==> config.mk <==
export PLATFORM = sky130hd
export DESIGN_NAME = serial_burst_seq
export DESIGN_NICKNAME = d
export VERILOG_FILES = /design/src/rtl/serial_burst_seq.sv
export SDC_FILE = /design/constraint.sdc
export NUM_CORES = 1
export LEC_CHECK = 0
export BUFFER_PORTS_ARGS = -buffer_cell sky130_fd_sc_hd__buf_2
export CAP_MARGIN = 0
export CORE_UTILIZATION = 40
export DETAILED_ROUTE_END_ITERATION = 10
export PLACE_DENSITY = 0.56
export SLEW_MARGIN = 20
export SYNTH_ARGS = -nofsm -noshare
export SYNTH_HDL_FRONTEND = slang
export SYNTH_SLANG_ARGS = --single-unit
==> constraint.sdc <==
create_clock -name in_clk -period 3.2 [get_ports in_clk]
set_input_delay 0.32 -clock in_clk [delete_from_list [all_inputs] [get_ports in_clk]]
set_output_delay 0.32 -clock in_clk [all_outputs]
set_load 0.01 [all_outputs]
==> src/rtl/serial_burst_seq.sv <==
// Burst word sequencer in front of the 3-wire serial duplex controller.
// Feeds TX words out, captures looped-back RX words, reports done/error.
module serial_burst_seq #(
  parameter int BITS       = 8,
  parameter int FIFO_DEPTH = 4,
  parameter int LEN_BITS   = 8
) (
  input  logic                in_clk,
  input  logic                in_rst,
  input  logic                in_start,
  input  logic [LEN_BITS-1:0] in_len,
  input  logic [BITS-1:0]     in_tx_data,
  input  logic                in_tx_valid,
  output logic                out_tx_ready,
  output logic [BITS-1:0]     out_rx_data,
  output logic                out_rx_valid,
  input  logic                in_rx_ready,
  output logic                out_enable,
  output logic [BITS-1:0]     out_word,
  input  logic                in_next_word,
  input  logic                in_word_finished,
  input  logic [BITS-1:0]     in_rx_word,
  output logic                out_busy,
  output logic                out_done,
  output logic                out_error,
  output logic                out_overflow
);

  localparam int AW = $clog2(FIFO_DEPTH);
  localparam int CW = AW + 1;

  typedef enum logic [1:0] {
    S_IDLE,
    S_PRIME,
    S_RUN
  } state_t;

  state_t state_q, state_d;
  logic [LEN_BITS-1:0] rem_q, rem_d;
  logic enable_q, enable_d;
  logic [BITS-1:0] word_q, word_d;
  logic busy_q, busy_d;
  logic done_q, done_d;
  logic error_q, error_d;
  logic ovf_q, ovf_d;

  logic [2:0] nw_sync_q, wf_sync_q;
  logic nw_edge_q, wf_edge_q;

  logic [BITS-1:0] tx_mem [FIFO_DEPTH];
  logic [AW-1:0] tx_wr_q, tx_rd_q;
  logic [CW-1:0] tx_cnt_q;
  logic tx_full, tx_empty, tx_push, tx_pop;
  logic [BITS-1:0] tx_head;

  logic [BITS-1:0] rx_mem [FIFO_DEPTH];
  logic [AW-1:0] rx_wr_q, rx_rd_q;
  logic [CW-1:0] rx_cnt_q;
  logic rx_full, rx_push, rx_pop;

  // Serial-domain strobes: two sync flops, then a registered rise detect
  always_ff @(posedge in_clk) begin
    if (!in_rst) begin
      nw_sync_q <= '0;
      wf_sync_q <= '0;
      nw_edge_q <= 1'b0;
      wf_edge_q <= 1'b0;
    end else begin
      nw_sync_q <= {nw_sync_q[1:0], in_next_word};
      wf_sync_q <= {wf_sync_q[1:0], in_word_finished};
      nw_edge_q <= nw_sync_q[1] & ~nw_sync_q[2];
      wf_edge_q <= wf_sync_q[1] & ~wf_sync_q[2];
    end
  end

  assign tx_full      = tx_cnt_q == CW'(FIFO_DEPTH);
  assign tx_empty     = tx_cnt_q == '0;
  assign out_tx_ready = in_rst & ~tx_full;
  assign tx_push      = in_tx_valid & out_tx_ready;
  assign tx_head      = tx_mem[tx_rd_q];

  always_ff @(posedge in_clk) begin
    if (tx_push) tx_mem[tx_wr_q] <= in_tx_data;
  end

  always_ff @(posedge in_clk) begin
    if (!in_rst) begin
      tx_wr_q  <= '0;
      tx_rd_q  <= '0;
      tx_cnt_q <= '0;
    end else begin
      if (tx_push) tx_wr_q <= tx_wr_q + AW'(1);
      if (tx_pop)  tx_rd_q <= tx_rd_q + AW'(1);
      if (tx_push && !tx_pop)      tx_cnt_q <= tx_cnt_q + CW'(1);
      else if (!tx_push && tx_pop) tx_cnt_q <= tx_cnt_q - CW'(1);
    end
  end

  assign rx_full      = rx_cnt_q == CW'(FIFO_DEPTH);
  assign out_rx_valid = rx_cnt_q != '0;
  assign out_rx_data  = out_rx_valid ? rx_mem[rx_rd_q] : '0;
  assign rx_pop       = out_rx_valid & in_rx_ready;

  always_ff @(posedge in_clk) begin
    if (rx_push) rx_mem[rx_wr_q] <= in_rx_word;
  end

  always_ff @(posedge in_clk) begin
    if (!in_rst) begin
      rx_wr_q  <= '0;
      rx_rd_q  <= '0;
      rx_cnt_q <= '0;
    end else begin
      if (rx_push) rx_wr_q <= rx_wr_q + AW'(1);
      if (rx_pop)  rx_rd_q <= rx_rd_q + AW'(1);
      if (rx_push && !rx_pop)      rx_cnt_q <= rx_cnt_q + CW'(1);
      else if (!rx_push && rx_pop) rx_cnt_q <= rx_cnt_q - CW'(1);
    end
  end

  always_ff @(posedge in_clk) begin
    if (!in_rst) begin
      state_q  <= S_IDLE;
      rem_q    <= '0;
      enable_q <= 1'b0;
      word_q   <= '0;
      busy_q   <= 1'b0;
      done_q   <= 1'b0;
      error_q  <= 1'b0;
      ovf_q    <= 1'b0;
    end else begin
      state_q  <= state_d;
      rem_q    <= rem_d;
      enable_q <= enable_d;
      word_q   <= word_d;
      busy_q   <= busy_d;
      done_q   <= done_d;
      error_q  <= error_d;
      ovf_q    <= ovf_d;
    end
  end

  always_comb begin
    state_d  = state_q;
    rem_d    = rem_q;
    enable_d = enable_q;
    word_d   = word_q;
    busy_d   = busy_q;
    done_d   = 1'b0;
    error_d  = error_q;
    ovf_d    = ovf_q;
    tx_pop   = 1'b0;
    rx_push  = 1'b0;
    unique case (state_q)
      S_IDLE: begin
        if (in_start) begin
          error_d = 1'b0;
          ovf_d   = 1'b0;
          if (in_len == '0) begin
            done_d = 1'b1;
          end else begin
            rem_d   = in_len;
            busy_d  = 1'b1;
            state_d = S_PRIME;
          end
        end
      end
      S_PRIME: begin
        if (!tx_empty) begin
          tx_pop   = 1'b1;
          word_d   = tx_head;
          enable_d = 1'b1;
          state_d  = S_RUN;
        end
      end
      S_RUN: begin
        // Word-finished works on the remaining count before this cycle
        if (wf_edge_q) begin
          if (rx_full) ovf_d = 1'b1;
          else         rx_push = 1'b1;
          rem_d = rem_q - LEN_BITS'(1);
          if (rem_q == LEN_BITS'(1)) begin
            enable_d = 1'b0;
            done_d   = 1'b1;
            busy_d   = 1'b0;
            state_d  = S_IDLE;
          end
        end
        if (nw_edge_q && rem_q > LEN_BITS'(1)) begin
          if (tx_empty) begin
            enable_d = 1'b0;
            error_d  = 1'b1;
            busy_d   = 1'b0;
            state_d  = S_IDLE;
          end else begin
            tx_pop = 1'b1;
            word_d = tx_head;
          end
        end
      end
      default: state_d = S_IDLE;
    endcase
  end

  assign out_enable   = enable_q;
  assign out_word     = word_q;
  assign out_busy     = busy_q;
  assign out_done     = done_q;
  assign out_error    = error_q;
  assign out_overflow = ovf_q;

endmodule

==> flow_metrics.tcl <==
set metrics [dict create \
    synth-seq-area-share 0.603 \
    finalNonFillerCells 584 \
    clock.fmax_mhz 345 \
    grt_first_pass_wirelength_mm 14.9 \
    avgSynthCellArea_um2 13.1 \
    synth_top_flop_cell "edfxtp_1" \
    grt_pass1_vias 2995 \
    drive_above_1_share 0.254 \
    grtUsageMet2 0.253 \
    dp_cells 552 \
    design_area_um2 5840 \
    diodes 0 \
    ys_types 49 \
    syn-cell-area_um2 4810 \
    max-slew-margin-rel 0.547 \
    timing.rr.end "tx_cnt_q[2]" \
    hold_slack_ns 0.116 \
    synth_nets 415 \
    drt-wirelength-per-cell_um 15.2 \
    critPathLaunchType "register" \
    worst_slew_pin_slew_ns 0.678 \
    antenna_found_initial 0 \
    cts_resized 0 \
    leakagePower_nw 2.22 \
    syn_inst 366 \
    die-height_um 112 \
    io_pins 54 \
    fin_ws_ns 0.298 \
    grt_max_degree 56 \
    layout_commonest_cell "edfxtp_1" \
    cp.arrival_ns 3.22 \
    critPathKind "reg -> reg" \
    synth_seq_cells 113 \
    num_vias 2944 \
    drt_iter0_markers 218 \
    numCtsBuffers 17 \
    place_area_um2 5240 \
    dpl_worst_slack_ns 0.353 \
    grt_overflow 0 \
    p_seq_frac 0.391 \
    dp_hpwl_mm 5.99 \
    finalNetCount 477 \
    top_usage_layer "met2" \
    r2r_start "rem_q[4]" \
    crit_path_end_kind "register" \
    finish.utilization 0.505 \
    hold_depth 2 \
    min_to "wf_sync_q[0]" \
    tns_ns 0 \
    clock_sinks 113 \
    finalSetupViolations 0 \
    cts_hold_buf 0 \
    cp_max_fo 6 \
    rrSetupSlack_ns 0.30 \
    die_w_um 112 \
    cts_tree "done" \
    drt_pass1_iterations 7 \
    portBuffers 53 \
    synth_edf_count 64 \
    core-area_um2 11600 \
    hold_viol_final 0 \
    met1_usage 0.195 \
    layout_common_cells "64 x edfxtp_1, 53 x buf_2, 49 x dfxtp_1" \
    post_cts_buffers 0 \
    rsz0062_at_grt "no" \
    hold_class "in -> reg" \
    place_congestion 0.740 \
    skew_ns 0.00507 \
    cts_htree_levels 4 \
    rows 39 \
    drv_cap 0 \
    clk_latency_ns 0.41 \
    ant_nets 0 \
    combPwrFrac 0.185 \
    die_area_um2 12500 \
    final.min_clock_period_ns 2.90 \
    start_util 0.416 \
    root_buffer "clkbuf_16" \
    routed_wl_mm 8.90 \
    drc 4 \
    syn_to_final_growth_pct 21.4 \
    min_from "in_word_finished" \
    yosys_warnings 0 \
    total_power_mw 4.45 \
    fin_crit_sh 0.907 \
    status "finished with violations" \
    cts.clk_slew.worst_paths_ns 0.05 \
    async_flop_share 0 \
    use_met3 0.0512 \
    swShare 0.266 \
    r2r_cells 10 \
    irDropWorstVdd_uv 337 \
    avgViaCountPerCell 5.04 \
    max-clock-path-buffers 2 \
    power.internal_mw 3.27 \
    violations "DRC" \
    switchingPower_mw 1.18 \
    final_max_slew_viol_count 0 \
    pwr-share-clk 0.424 \
    p_per_area_nw_per_um2 762 \
    track_usage 0.158 \
    required_ns 3.52 \
]
==> flip-flops by register name, indices dropped and copies added, names as in the netlist, 2 cells and up, named ones only <==
register and flops:
rx_mem 32, tx_mem 32, out_word 8, rem_q 8
nw_sync_q 3, rx_cnt_q 3, tx_cnt_q 3, wf_sync_q 3
rx_rd_q 2, rx_wr_q 2, state_q 2, tx_rd_q 2
tx_wr_q 2
==> worst max-delay path by stage <==
stage | startpoint | to | slack [ns] | depth (start not counted)
detailed placement | rem_q[4] | tx_cnt_q[2] | 0.35 | 10
finish | rem_q[4] | tx_cnt_q[2] | 0.30 | 10
global placement | rem_q[4] | tx_cnt_q[2] | 0.50 | 10
floorplan | rem_q[4] | tx_cnt_q[2] | 0.60 | 10
CTS | rem_q[4] | tx_cnt_q[2] | 0.30 | 10
global route | rem_q[4] | tx_cnt_q[2] | 0.08 | 10
==> cells by family (layout without fill, tap and decap cells) <==
kind of cell             after synthesis  in the layout  synth area share
flip-flops                           113            113             0.603
AO/OA/AOI/OAI                         49             49            0.0702
buffers and inverters                 32            107            0.0250
multiplexers                          30             30             0.104
XOR/XNOR                               9              9            0.0164
adder cells (fa/ha/maj)               18             18            0.0499
AND/OR/NAND/NOR                      115            115             0.131
==> layer usage <==
layer	part of all wire	vias up
li1	-	1458
met1	0.46	1419
met2	0.48	52
met3	0.045	15
met4	0.016	0
met5	0	-
==> worst max-delay path, cell delays in order (launching register included) <==
cell	delay, ns
dfxtp_1	0.35
or4_4	0.58
o311ai_1	0.30
a21oi_1	0.16
inv_2	0.10
ha_1	0.18
inv_1	0.06
fa_1	0.38
xor2_1	0.16
or3_1	0.31
a21boi_0	0.23
==> cell type report <==
type	instances	area [um^2]
fill	1021	5720
sequential	113	2900
multi-input combinational	221	1790
clock buffer	19	443
timing repair buffer	58	303
tap	143	179
clock inverter	13	161
inverter	17	63.8
==> power groups by stage <==
stage / combinational [mW] / clock, mW / sequential, mW
finish: 0.822 / 1.89 / 1.74
global route: 0.913 / 2.00 / 1.76
CTS: 0.829 / 1.93 / 1.74
detailed placement: 0.822 / 0 / 1.77
global placement: 0.810 / 0 / 1.77
floorplan: 0.600 / 0 / 1.73
==> cells in the mapped netlist, drive strengths merged (4+ instances only) <==
| cell | count | area (um^2) |
|---|---|---|
| nand2 | 25 | 93.8 |
| nor2 | 11 | 41.3 |
| nand3 | 7 | 35.0 |
| xnor2 | 7 | 61.3 |
| ha | 16 | 200 |
| a21oi | 9 | 48.8 |
| o21ai | 12 | 60.1 |
| a21boi | 7 | 52.6 |
| inv | 17 | 63.8 |
| edfxtp | 64 | 1920 |
| nand4 | 4 | 25.0 |
| and2 | 29 | 181 |
| clkbuf | 12 | 45.0 |
| mux4 | 16 | 360 |
| or3 | 4 | 30.0 |
| dfxtp | 49 | 981 |
| nor3 | 6 | 30.0 |
| mux2i | 13 | 130 |
| nor2b | 16 | 100 |
| and3 | 4 | 25.0 |
Power figures use the tool's default switching activity.
